### src/rtl/button_event_decoder_pkg.sv
// Shared types and default timing for the button event decoder.
// State encoding, default hold/repeat periods and a small parameter helper.
package btn_evt_pkg;

  typedef enum logic [1:0] {
    IDLE      = 2'b00,
    PRESSED   = 2'b01,
    LONG_HELD = 2'b10
  } state_t;

  localparam int LONG_CYCLES_DEF   = 100000000;
  localparam int REPEAT_CYCLES_DEF = 20000000;
  localparam int CNT_W_DEF         = 27;

  function automatic longint max_cycles(input longint a, input longint b);
    return (a > b) ? a : b;
  endfunction

endpackage

### src/rtl/button_event_decoder_if.sv
// Button level in, event pulses out; master drives the button, slave is the decoder.
interface button_event_decoder_if;

  logic btn_i;
  logic press_o;
  logic release_o;
  logic short_o;
  logic long_o;
  logic repeat_o;
  logic held_o;

  modport master (
    output btn_i,
    input  press_o, release_o, short_o, long_o, repeat_o, held_o
  );

  modport slave (
    input  btn_i,
    output press_o, release_o, short_o, long_o, repeat_o, held_o
  );

endinterface

### src/rtl/button_event_decoder_hold_timer.sv
// Hold counter with clear, enable and a selectable terminal value (long or repeat period).
// tc strobes on the last count of the selected period; the counter wraps to 0 there.
module btn_hold_timer #(
  parameter int CNT_W         = 27,
  parameter int LONG_CYCLES   = 100000000,
  parameter int REPEAT_CYCLES = 20000000
) (
  input  logic clk,
  input  logic n_rst,
  input  logic clr,
  input  logic en,
  input  logic sel_long,
  output logic tc
);

  localparam logic [CNT_W-1:0] LONG_LAST   = CNT_W'(LONG_CYCLES - 1);
  localparam logic [CNT_W-1:0] REPEAT_LAST = CNT_W'(REPEAT_CYCLES - 1);

  logic [CNT_W-1:0] count;
  logic [CNT_W-1:0] last;

  assign last = sel_long ? LONG_LAST : REPEAT_LAST;
  assign tc   = en && (count == last);

  always_ff @(posedge clk or negedge n_rst) begin
    if (!n_rst) begin
      count <= '0;
    end else if (clr) begin
      count <= '0;
    end else if (en) begin
      count <= tc ? '0 : count + 1'b1;
    end
  end

endmodule

### src/rtl/button_event_decoder.sv
// Turns a debounced button level into press/release/short/long/repeat pulses.
// Auto-repeat is built only when BTN_EVT_REPEAT_EN is defined; otherwise repeat_o is 0.
module button_event_decoder
  import btn_evt_pkg::*;
#(
  parameter int CNT_W         = CNT_W_DEF,
  parameter int LONG_CYCLES   = LONG_CYCLES_DEF,
  parameter int REPEAT_CYCLES = REPEAT_CYCLES_DEF
) (
  input  logic                   clk,
  input  logic                   n_rst,
  button_event_decoder_if.slave  bus
);

  localparam longint MAX_CYC = max_cycles(longint'(LONG_CYCLES), longint'(REPEAT_CYCLES));

  if (LONG_CYCLES < 2 || REPEAT_CYCLES < 2 || CNT_W < 1 ||
      (CNT_W < 63 && (longint'(1) << CNT_W) <= MAX_CYC)) begin : g_bad_params
    $error("button_event_decoder: invalid CNT_W/LONG_CYCLES/REPEAT_CYCLES");
  end

  state_t state;
  logic   btn_q;
  logic   rise, fall;
  logic   press_q, rel_q, short_q, long_q, held_q;
  logic   tmr_clr, tmr_en, tmr_sel, tmr_tc;

  assign rise = bus.btn_i & ~btn_q;
  assign fall = ~bus.btn_i & btn_q;

  // The counter idles at 0 and restarts whenever the hold ends.
  assign tmr_clr = (state == IDLE) | fall;
`ifdef BTN_EVT_REPEAT_EN
  assign tmr_en  = (state == PRESSED) | (state == LONG_HELD);
  assign tmr_sel = (state == PRESSED);
`else
  assign tmr_en  = (state == PRESSED);
  assign tmr_sel = 1'b1;
`endif

  btn_hold_timer #(
    .CNT_W         (CNT_W),
    .LONG_CYCLES   (LONG_CYCLES),
    .REPEAT_CYCLES (REPEAT_CYCLES)
  ) u_timer (
    .clk      (clk),
    .n_rst    (n_rst),
    .clr      (tmr_clr),
    .en       (tmr_en),
    .sel_long (tmr_sel),
    .tc       (tmr_tc)
  );

`ifdef BTN_EVT_REPEAT_EN
  logic rpt_q;
`endif

  always_ff @(posedge clk or negedge n_rst) begin
    if (!n_rst) begin
      state   <= IDLE;
      btn_q   <= 1'b0;
      press_q <= 1'b0;
      rel_q   <= 1'b0;
      short_q <= 1'b0;
      long_q  <= 1'b0;
      held_q  <= 1'b0;
`ifdef BTN_EVT_REPEAT_EN
      rpt_q   <= 1'b0;
`endif
    end else begin
      btn_q   <= bus.btn_i;
      press_q <= 1'b0;
      rel_q   <= 1'b0;
      short_q <= 1'b0;
      long_q  <= 1'b0;
`ifdef BTN_EVT_REPEAT_EN
      rpt_q   <= 1'b0;
`endif
      case (state)
        IDLE: begin
          if (rise) begin
            state   <= PRESSED;
            press_q <= 1'b1;
            held_q  <= 1'b1;
          end
        end
        PRESSED: begin
          // A release on the threshold cycle wins over long.
          if (fall) begin
            state   <= IDLE;
            rel_q   <= 1'b1;
            short_q <= 1'b1;
            held_q  <= 1'b0;
          end else if (tmr_tc) begin
            state   <= LONG_HELD;
            long_q  <= 1'b1;
          end
        end
        LONG_HELD: begin
          if (fall) begin
            state  <= IDLE;
            rel_q  <= 1'b1;
            held_q <= 1'b0;
          end
`ifdef BTN_EVT_REPEAT_EN
          else if (tmr_tc) begin
            rpt_q <= 1'b1;
          end
`endif
        end
        default: begin
          state  <= IDLE;
          held_q <= 1'b0;
        end
      endcase
    end
  end

  assign bus.press_o   = press_q;
  assign bus.release_o = rel_q;
  assign bus.short_o   = short_q;
  assign bus.long_o    = long_q;
  assign bus.held_o    = held_q;
`ifdef BTN_EVT_REPEAT_EN
  assign bus.repeat_o  = rpt_q;
`else
  assign bus.repeat_o  = 1'b0;
`endif

endmodule

### src/flat_wrapper.sv
// flat-port wrapper written by rule: the top's interface ports become plain ports
module button_event_decoder_flat import btn_evt_pkg::*;
#(
  parameter int CNT_W         = CNT_W_DEF,
  parameter int LONG_CYCLES   = LONG_CYCLES_DEF,
  parameter int REPEAT_CYCLES = REPEAT_CYCLES_DEF
)
  (clk, n_rst, bus_btn_i, bus_press_o, bus_release_o, bus_short_o, bus_long_o, bus_repeat_o, bus_held_o);
  button_event_decoder_if bus_i ();
  input  logic clk;
  input  logic n_rst;
  input wire logic [$bits(bus_i.btn_i)-1:0] bus_btn_i;
  output wire logic [$bits(bus_i.press_o)-1:0] bus_press_o;
  output wire logic [$bits(bus_i.release_o)-1:0] bus_release_o;
  output wire logic [$bits(bus_i.short_o)-1:0] bus_short_o;
  output wire logic [$bits(bus_i.long_o)-1:0] bus_long_o;
  output wire logic [$bits(bus_i.repeat_o)-1:0] bus_repeat_o;
  output wire logic [$bits(bus_i.held_o)-1:0] bus_held_o;
  assign bus_i.btn_i = bus_btn_i;
  assign bus_press_o = bus_i.press_o;
  assign bus_release_o = bus_i.release_o;
  assign bus_short_o = bus_i.short_o;
  assign bus_long_o = bus_i.long_o;
  assign bus_repeat_o = bus_i.repeat_o;
  assign bus_held_o = bus_i.held_o;
  button_event_decoder #(.CNT_W(CNT_W), .LONG_CYCLES(LONG_CYCLES), .REPEAT_CYCLES(REPEAT_CYCLES)) u_core (.clk(clk), .n_rst(n_rst), .bus(bus_i));
endmodule
### config.mk
export PLATFORM = sky130hd
export DESIGN_NAME = button_event_decoder_flat
export DESIGN_NICKNAME = d
export VERILOG_FILES = /design/src/rtl/button_event_decoder_pkg.sv /design/src/rtl/button_event_decoder_if.sv /design/src/rtl/button_event_decoder_hold_timer.sv /design/src/rtl/button_event_decoder.sv /design/src/flat_wrapper.sv
export SDC_FILE = /design/constraint.sdc
export NUM_CORES = 1
export LEC_CHECK = 0
export BUFFER_PORTS_ARGS = -buffer_cell sky130_fd_sc_hd__buf_2
export CAP_MARGIN = 10
export CELL_PAD_IN_SITES_DETAIL_PLACEMENT = 0
export CELL_PAD_IN_SITES_GLOBAL_PLACEMENT = 1
export CORE_ASPECT_RATIO = 1.4
export CORE_MARGIN = 3
export CORE_UTILIZATION = 50
export DETAILED_ROUTE_END_ITERATION = 6
export PLACE_DENSITY_LB_ADDON = 0.3
export SYNTH_ARGS = -nofsm -noshare
export SYNTH_HDL_FRONTEND = slang
export SYNTH_SLANG_ARGS = --single-unit
### constraint.sdc
create_clock -name clk -period 5.45 [get_ports clk]
set_input_delay 1.09 -clock clk [delete_from_list [all_inputs] [get_ports clk]]
set_output_delay 1.09 -clock clk [all_outputs]
set_load 0.01 [all_outputs]
Word level (Yosys, flattened, before mapping)

Cells that the tools add are included.

Register bits: 35
Bits in latches: 0
Bits in writable memories: 0
Memory bits (read-only): 0
Input bits: 3
Output and inout port bits: 6
Word-level logic and storage cells: 46
Memories kept: 0

$add $sub $neg: 1
Multiply operators: 0
Divide/modulo/power cells: 0
$lt $le $gt $ge: 0
Eq/ne operators: 7
Shift operators: 0
Multiplexer cells: 19
Bitwise operators: 5
Reduce and logical (&&, ||, !) cells: 6

Operator list:

| kind                                                 | number |
|---|---|
| 2-to-1 mux 27 bit                                    | 3 |
| adder 27 x 1 -> 27 bit (second input constant)       | 1 |
| equality test 27 bit (second input constant)         | 1 |
| 2-to-1 mux 1 bit                                     | 10 |
| 2-to-1 mux 2 bit                                     | 4 |
| != test 2 x 1 -> 1 bit (second input constant)       | 3 |
| case mux 2 bit (3 select lines)                      | 1 |
| != test 3 x 1 -> 1 bit (second input constant)       | 1 |
| AND reduction 3 bit                                  | 1 |
| AND 1 bit                                            | 2 |
| equality test 2 x 1 -> 1 bit (second input constant) | 1 |
| equality test 2 bit (second input constant)          | 1 |
| zero test 2 bit                                      | 1 |
| NOT 1 bit                                            | 2 |
| case mux 1 bit (2 select lines)                      | 1 |
| AND reduction 2 bit                                  | 1 |
| nonzero test 2 bit                                   | 1 |
| OR reduction 2 bit                                   | 1 |
| logical AND 1 bit                                    | 1 |
| bitwise OR 1 bit                                     | 1 |

Longest topological paths before layout

Gate-level depths: netlist (run 1).

Depth in word-level cells: 5
Gate-level depth with buffers: 8
Depth with buffers taken out: 6

Cells and area by module

A second synthesis (run 1) with hierarchy kept.

Cell total of the unflattened synthesis: 252
Area, all modules: 2,188.3 um^2

Modules (own cells, without submodules):

| module               | instances | cells each | area each (um^2) | seq. area each (um^2) |
|---|---|---|---|---|
| btn_hold_timer       | 1         | 211        | 1,795.5          | 675.6 |
| button_event_decoder | 1         | 41         | 392.9            | 200.2 |

Worst setup path before layout (run 1)

Ideal clock, no wire load.

Path type: in2reg
Start point: in bus_btn_i
End point: reg u_core.u_timer.count[7]
Library setup time: 0.143 ns
Arrival time: 2.120 ns
Data required time: 5.307 ns
Path slack: 3.187 ns
Stages: 6
Buffers on the path: 3
Path through: nor2b_1 -> clkbuf_1 -> or2_2 -> clkbuf_1 -> clkbuf_1 -> a311oi_1

Cells in the longest elaborated chain, start to end: 4
Elaborated cells between the ends (all ways): 5

RTL lines:

| element                                                        | RTL line                              | RTL |
|---|---|---|
| start, declared                                                | flat_wrapper.sv:12                    | `input wire logic [$bits(bus_i.btn_i)-1:0] bus_btn_i;` |
| NOT 1 bit *                                                    | button_event_decoder.sv:29            | `assign fall = ~bus.btn_i & btn_q;` |
| AND 1 bit *                                                    | button_event_decoder.sv:29            |  |
| bitwise OR 1 bit *                                             | button_event_decoder.sv:32            | `assign tmr_clr = (state == IDLE) \| fall;` |
| 2-to-1 mux 27 bit / nonzero test 2 bit (equally long branches) | -                                     |  |
| end signal, assigned                                           | button_event_decoder_hold_timer.sv:31 | `count <= tc ? '0 : count + 1'b1;` |
| end, declared                                                  | button_event_decoder_hold_timer.sv:19 | `logic [CNT_W-1:0] count;` |

Every way passes the cells marked *; elsewhere a longest branch is shown, timed or not.
A chain may end at the register's enable or synchronous reset.

Worst setup path after layout (run 1)

Start point: in bus_btn_i
End point: reg u_core.u_timer.count[18]

The elaborated chain is that of the path after synthesis.

==> metrics.yaml, run 1 <==
status:
  status: "completed"
clocking:
  cts_tree: "built"
  post_cts_resized: 0
  clk_pin_slew_ns: 0.07
  clk_latency_ns: 0.28
  max-clock-path-buffers: 2
  cts-htree-levels: 2
  postCtsSetupBuffers: 0
  cts_sinks: 35
  ctsHoldBuffers: 0
  cts_buffers: 5
  cts-root-buf: "clkbuf_8"
worst_setup_path:
  r2r_setup_slack_ns: 3.20
  crit_fanout: 9
  path_class: "in2reg"
  critPathLaunchType: "input pin"
  required_ns: 5.64
  cp-end-kind: "flip-flop"
  arrival_ns: 2.57
layout:
  final_cell_mix: "35 x dfrtp_1, 22 x nand2_1, 16 x nor2_1, 12 x nand3_1, 11 x nand4_1"
  nets: 221
  nFillCells: 346
  final_core_utilization: 0.5668
  num_antenna_cells: 0
  stdcell_count: 257
  syn_to_final_growth_pct: 6.735
  drive_above_1_share: 0.1070
  mostFrequentLayoutCell: "dfrtp_1"
yosys:
  ys_ff_latch: 35
  synth_area_leaders: "dfrtp_1 44%, nand2_1 4.2%, nand4_1 3.5%"
  synth_top_area_cell: "dfrtp_1"
  synth_fp_nets: 219
  synth_area_um2: 1969
  synth_edf_count: 0
  yosysWarnings: 0
  netlist-cell-type-count: 46
  synth_flop_cell: "dfrtp_1"
  async_reset_ff_frac: 1.000
  synth.yosys.seq_area_share: 0.4447
  synth_top_area_frac: 0.4447
  synth_cells: 212
  avgSynthCellArea_um2: 9.290
die:
  die_x_um: 59.04
  num_rows: 26
  io_pins: 9
  die_area_um2: 4738
  die_h_um: 80.26
  start_util: 0.5310
  design.core.area_um2: 3709
global_route:
  grt_max_degree: 36
  grt_pass1_vias: 1535
  grt.total_usage: 0.2009
  grt_pass1_wl_mm: 7.348
  grt-ovfl-total: 0
  antenna_found_initial: 0
placement:
  place.gp.congestion: 0.7372
  detailedPlace.worstSlack_ns: 2.803
  place_hpwl_mm: 2.951
  io_buffer_count: 7
  dp.cells: 249
timing:
  finalCritPeriodShare: 0.4372
  setup_ws_ns: 3.067
  relSlewSlack: 0.4797
  rsz0062_at_grt: "false"
  fmax_mhz: 419.7
  worst_pin_slew_ns: 0.7738
  maxSlewViolCount: 0
  layout_min_cycle_time_ns: 2.383
  setup_tns_ns: 0
  hold_viol_final: 0
  setup_viol: 0
  skew_ns: 0.008940
route:
  viasPerCell: 6.206
  drt_wl_total_mm: 4.299
  drt_first_iter_violations: 73
  drc: 0
  vias: 1595
  ant_nets: 0
  wl_per_cell_um: 16.73
  dr.pass1.iters: 4
pwr:
  p_leak_nw: 0.8419
  power_density_nw_per_um2: 319.9
  vdd_drop_max_v: 0.0003094
  power.total_w: 0.0006725
job:
  drv_cap: 0
worst_hold_path:
  hold_class: "reg2reg"
## power by group
group	total, W	switching, W	leakage (nW)	internal [W]
Sequential	0.000290	0.0000133	0.482	0.000277
Combinational	0.000177	0.000125	0.309	0.0000514
Clock	0.000206	0.0000902	0.0515	0.000115
## layout make-up
cell class,instances,area (um^2),area share
multi-input cells,157,1005,0.4780
flip-flops and latches,35,875.8,0.4167
clock buffers,8,100.1,0.04762
well taps,42,52.55,0.02500
repair buffers,8,42.54,0.02024
inverters,7,26.28,0.01250
## critical path: stages
cell,delay [ns]
buf_2,0.11
nor2b_1,0.45
o31ai_1,0.29
nor4_1,0.29
xnor2_1,0.12
a211oi_1,0.23
## worst paths after layout
| check | startpoint | endpoint | depth (start not counted) |
|---|---|---|---|
| worst max-delay path | bus_btn_i | u_core.u_timer.count[18] | 6 |
| worst min-delay path | u_core.u_timer.count[24] | u_core.u_timer.count[24] | 1 |
| worst max register to register | u_core.u_timer.count[9] | u_core.u_timer.count[13] | 5 |
| worst min register to register | u_core.u_timer.count[24] | u_core.u_timer.count[24] | 1 |
| max in group asynchronous | n_rst | u_core.bus.held_o | 1 |
| min in group asynchronous | n_rst | u_core.u_timer.count[17] | 1 |
## Yosys cell counts (all sizes together), types with 3 or more instances
library cell / n
inv: 7
nor3: 4
a211oi: 5
nor4: 7
dfrtp: 35
xnor2: 7
and2: 5
a31oi: 4
ha: 4
nand3: 12
xor2: 4
nand2: 22
a311oi: 6
a21oi: 10
nor2: 16
nor2b: 4
or3: 5
clkbuf: 9
nand4: 12
a41oi: 3
buf: 4
o21ai: 8
## metrics by stage
stage	cell area, um^2	hold slack [ns]
2_1_floorplan	1969	0.4623
3_3_place_gp	2002	0.4949
3_5_place_dp	2002	0.4994
4_1_cts	2102	0.5120
5_1_grt	2102	0.5247
6_report	2102	0.5095
## cell families (layout without fill, tap and decap cells)
family,count (synthesis),in the layout,synth area share
compound gates,43,43,0.1525
xor+xnor,11,11,0.04892
fa+ha+maj,4,4,0.02541
buf+inv,20,23,0.04511
flops,35,35,0.4447
other cells,1,1,0.001904
simple gates,98,98,0.2815
## per-layer routing
layer / global-route usage / vias up / part of all wire
li1: - / 776 / -
met1: 0.2597 / 781 / 0.44
met2: 0.3374 / 34 / 0.52
met3: 0.03698 / 4 / 0.039
met4: 0.05669 / 0 / 0.0077
met5: 0 / - / 0
## flip-flops by register name, summed over array words and instances (netlist names)
signal                flops
u_core.btn_q              1
u_core.bus.held_o         1
u_core.bus.long_o         1
u_core.bus.press_o        1
u_core.bus.release_o      1
u_core.bus.short_o        1
u_core.state              2
u_core.u_timer.count     27
(Power assumes the default switching activity.)
==> inputs of run 2 (changes only) <==
--- a/config.mk
+++ b/config.mk
@@ -5,13 +5,14 @@
 export SDC_FILE = /design/constraint.sdc
 export NUM_CORES = 1
 export LEC_CHECK = 0
+export ABC_AREA = 1
 export BUFFER_PORTS_ARGS = -buffer_cell sky130_fd_sc_hd__buf_2
 export CAP_MARGIN = 10
 export CELL_PAD_IN_SITES_DETAIL_PLACEMENT = 0
 export CELL_PAD_IN_SITES_GLOBAL_PLACEMENT = 1
 export CORE_ASPECT_RATIO = 1.4
 export CORE_MARGIN = 3
-export CORE_UTILIZATION = 50
+export CORE_UTILIZATION = 40
 export DETAILED_ROUTE_END_ITERATION = 6
 export PLACE_DENSITY_LB_ADDON = 0.3
 export SYNTH_ARGS = -nofsm -noshare
==> constraint.sdc (replaced) <==
create_clock -name clk -period 2.1 [get_ports clk]
set_input_delay 0.42 -clock clk [delete_from_list [all_inputs] [get_ports clk]]
set_output_delay 0.42 -clock clk [all_outputs]
set_load 0.01 [all_outputs]
==> metrics.yaml, run 2 <==
global_route:
  grt_pass1_wl_mm: 8.611  # +17%
  grt_max_degree: 20  # -44%
  grt.total_usage: 0.1866  # -0.01430
  grt_pass1_vias: 1855  # +21%
  grt-ovfl-total: 0  # unchanged
  antenna_found_initial: 0  # unchanged
yosys:
  ys_top_cells_by_count: "82 x nand2_1, 55 x nor2_1, 35 x dfrtp_1, 34 x inv_1, 23 x nand3_1"
  ys_ff_latch: 35  # unchanged
  synth_cells: 293  # +38%
  synth_area_leaders: "dfrtp_1 42%, nand2_1 15%, nor2_1 9.9%"
  synth_flop_cell: "dfrtp_1"
  synth_most_common_cell: "nand2_1"
  avgSynthCellArea_um2: 7.114  # -23%
  synth_top_area_frac: 0.4202  # -0.02456
  synth.yosys.seq_area_share: 0.4202  # -0.02456
  async_reset_ff_frac: 1.000  # unchanged
  synth_top_area_cell: "dfrtp_1"
  synth_fp_nets: 300  # +37%
  yosysWarnings: 0  # unchanged
  netlist-cell-type-count: 29  # -37%
  synth_edf_count: 0  # unchanged
  synth_area_um2: 2084  # +5.8%
clocking:
  cts_sinks: 35  # unchanged
  post_cts_resized: 0  # unchanged
  max-clock-path-buffers: 2  # unchanged
  clk_latency_ns: 0.29  # about the same
  cts_tree: "built"
  cts-htree-levels: 2  # unchanged
  cts-root-buf: "clkbuf_8"
  postCtsSetupBuffers: 0  # unchanged
  clk_pin_slew_ns: 0.08  # about the same
  cts_buffers: 5  # unchanged
  ctsHoldBuffers: 0  # unchanged
layout:
  num_antenna_cells: 0  # unchanged
  final_cell_mix: "82 x nand2_1, 55 x nor2_1, 35 x dfrtp_1, 34 x inv_1, 23 x nand3_1"
  drive_above_1_share: 0.09677  # -0.01020
  reg_top3: "u_core.u_timer.count: 27 flops, u_core.state: 2 flops"
  largest_register: "u_core.u_timer.count"
  postLayoutCellArea_um2: 2302  # +9.5%
  syn_to_final_growth_pct: 10.44
  largest_reg_flops: 27  # unchanged
  mostFrequentLayoutCell: "nand2_1"
  nets: 316  # +43%
route:
  drc: 0  # unchanged
  drt_wl_total_mm: 5.115  # +19%
  vias: 1837  # +15%
  ant_nets: 0  # unchanged
  drt_first_iter_violations: 61  # -16%
  viasPerCell: 4.912  # -21%
  wl_per_cell_um: 13.68  # -18%
  dr.pass1.iters: 4  # unchanged
die:
  design.core.area_um2: 4955  # +34%
  start_util: 0.4207  # -0.1103
  num_rows: 30  # +15%
  die_x_um: 67.01  # +13%
  die_area_um2: 6126  # +29%
  die_h_um: 91.42  # +14%
  io_pins: 9  # unchanged
pwr:
  vdd_drop_max_v: 0.0005091  # +65%
  p_leak_nw: 1.011  # +20%
  power_density_nw_per_um2: 767.1  # +140%
  power.total_w: 0.001766  # +160%
timing:
  layout_min_cycle_time_ns: 1.848
  hold_viol_final: 0  # unchanged
  fmax_mhz: 541.2
  finalCritPeriodShare: 0.8799
  setup_tns_ns: 0  # unchanged
  setup_viol: 0  # unchanged
  rsz0062_at_grt: "false"
  skew_ns: 0.002732  # -0.006208 ns
  maxSlewViolCount: 0  # unchanged
  timing.hold.ws_ns: 0.07789  # -0.4316 ns
  setup_ws_ns: 0.2523  # -2.815 ns
worst_hold_path:
  hold_class: "in2async"
worst_setup_path:
  arrival_ns: 2.03  # -0.54 ns
  cp_slowest_cell: "dfrtp_1"
  crit_fanout: 6  # -3
  crit_top_cell: "inv_1"
  path_class: "reg2reg"
  cp-end-kind: "flip-flop"
  critPathLaunchType: "flip-flop"
  required_ns: 2.28  # -3.36 ns
  path_cells: "inv_1 -> ha_1 -> inv_1 -> nand2_1 -> nor2_4 -> buf_4 -> nor3_1 -> nor3b_1 -> nor2_1"
  slowest_delay_ns: 0.41  # -0.04 ns
status:
  status: "completed"
placement:
  place_hpwl_mm: 4.011  # +36%
  detailedPlace.worstSlack_ns: 0.2623  # -2.541 ns
  placed_area_um2: 2213  # +11%
  io_buffer_count: 7  # unchanged
  place.gp.congestion: 0.8397  # +14%
job:
  drv_cap: 0  # unchanged
==> run 2: cell types whose count changed after synthesis, sizes merged, moves of 6 or more <==
| cell | delta |
|---|---|
| a311oi | -6 |
| nor2 | +43 |
| inv | +28 |
| nor4 | -7 |
| nand3 | +12 |
| nand2 | +62 |
| a21oi | -8 |
| nand4 | -7 |
| nor3 | +9 |
| clkbuf | -9 |
==> run 2: logic make-up after synthesis <==
| family | Yosys count | synth area share |
|---|---|---|
| AO/OA/AOI/OAI | 12 | 0.03602 |
| flip-flops | 35 | 0.4202 |
| other | 1 | 0.001799 |
| buffers and inverters | 38 | 0.07443 |
| AND/OR/NAND/NOR | 192 | 0.3974 |
| adder cells (fa/ha/maj) | 4 | 0.02401 |
| XOR/XNOR | 11 | 0.04622 |
==> run 2: worst paths after layout <==
check,depth (start not counted),from,to,slack [ns]
max in group asynchronous,2,n_rst,u_core.u_timer.count[7],1.49
min,1,n_rst,u_core.u_timer.count[26],0.08
max reg2reg,9,u_core.state[0],u_core.u_timer.count[18],0.25
min in group clk,1,bus_btn_i,u_core.btn_q,0.26
min reg2reg,2,u_core.bus.held_o,u_core.bus.held_o,0.50
max,9,u_core.state[0],u_core.u_timer.count[18],0.25
==> run 2: layout make-up <==
| class | count | area, um^2 |
|---|---|---|
| Clock buffer | 5 | 68.82 |
| Clock inverter | 3 | 20.02 |
| Fill cell | 552 | 2653 |
| Inverter | 35 | 131.4 |
| Multi-Input combinational cell | 220 | 1054 |
| Sequential cell | 35 | 875.8 |
| Tap cell | 64 | 80.08 |
| Timing Repair Buffer | 12 | 72.57 |
==> run 2: metal layers <==
metal,global-route usage,vias up,share of wire
met3,0.03589,10,0.029
met1,0.2207,849,0.42
li1,-,949,-
met5,0,-,0
met2,0.3224,29,0.53
met4,0.07107,0,0.019
==> run 2: critical path, delay by kind of cell (launching register included) <==
kind,cells,cell delay [ns]
adder cells (fa/ha/maj),1,0.19
AND/OR/NAND/NOR,5,0.81
flip-flops,1,0.41
buffers and inverters,3,0.33
==> run 2: report_power, final <==
| part | switching, W | internal, W | total (W) |
|---|---|---|---|
| clock | 0.000259 | 0.000231 | 0.000490 |
| combinational | 0.000378 | 0.000154 | 0.000532 |
| sequential | 0.0000274 | 0.000717 | 0.000744 |
==> run 2: stage by stage <==
step                std cells    util
floorplan                 293       -
global placement          366  0.4467
detailed placement        366  0.4467
CTS                       374  0.4646
global route              374  0.4646
finish                    374  0.4646
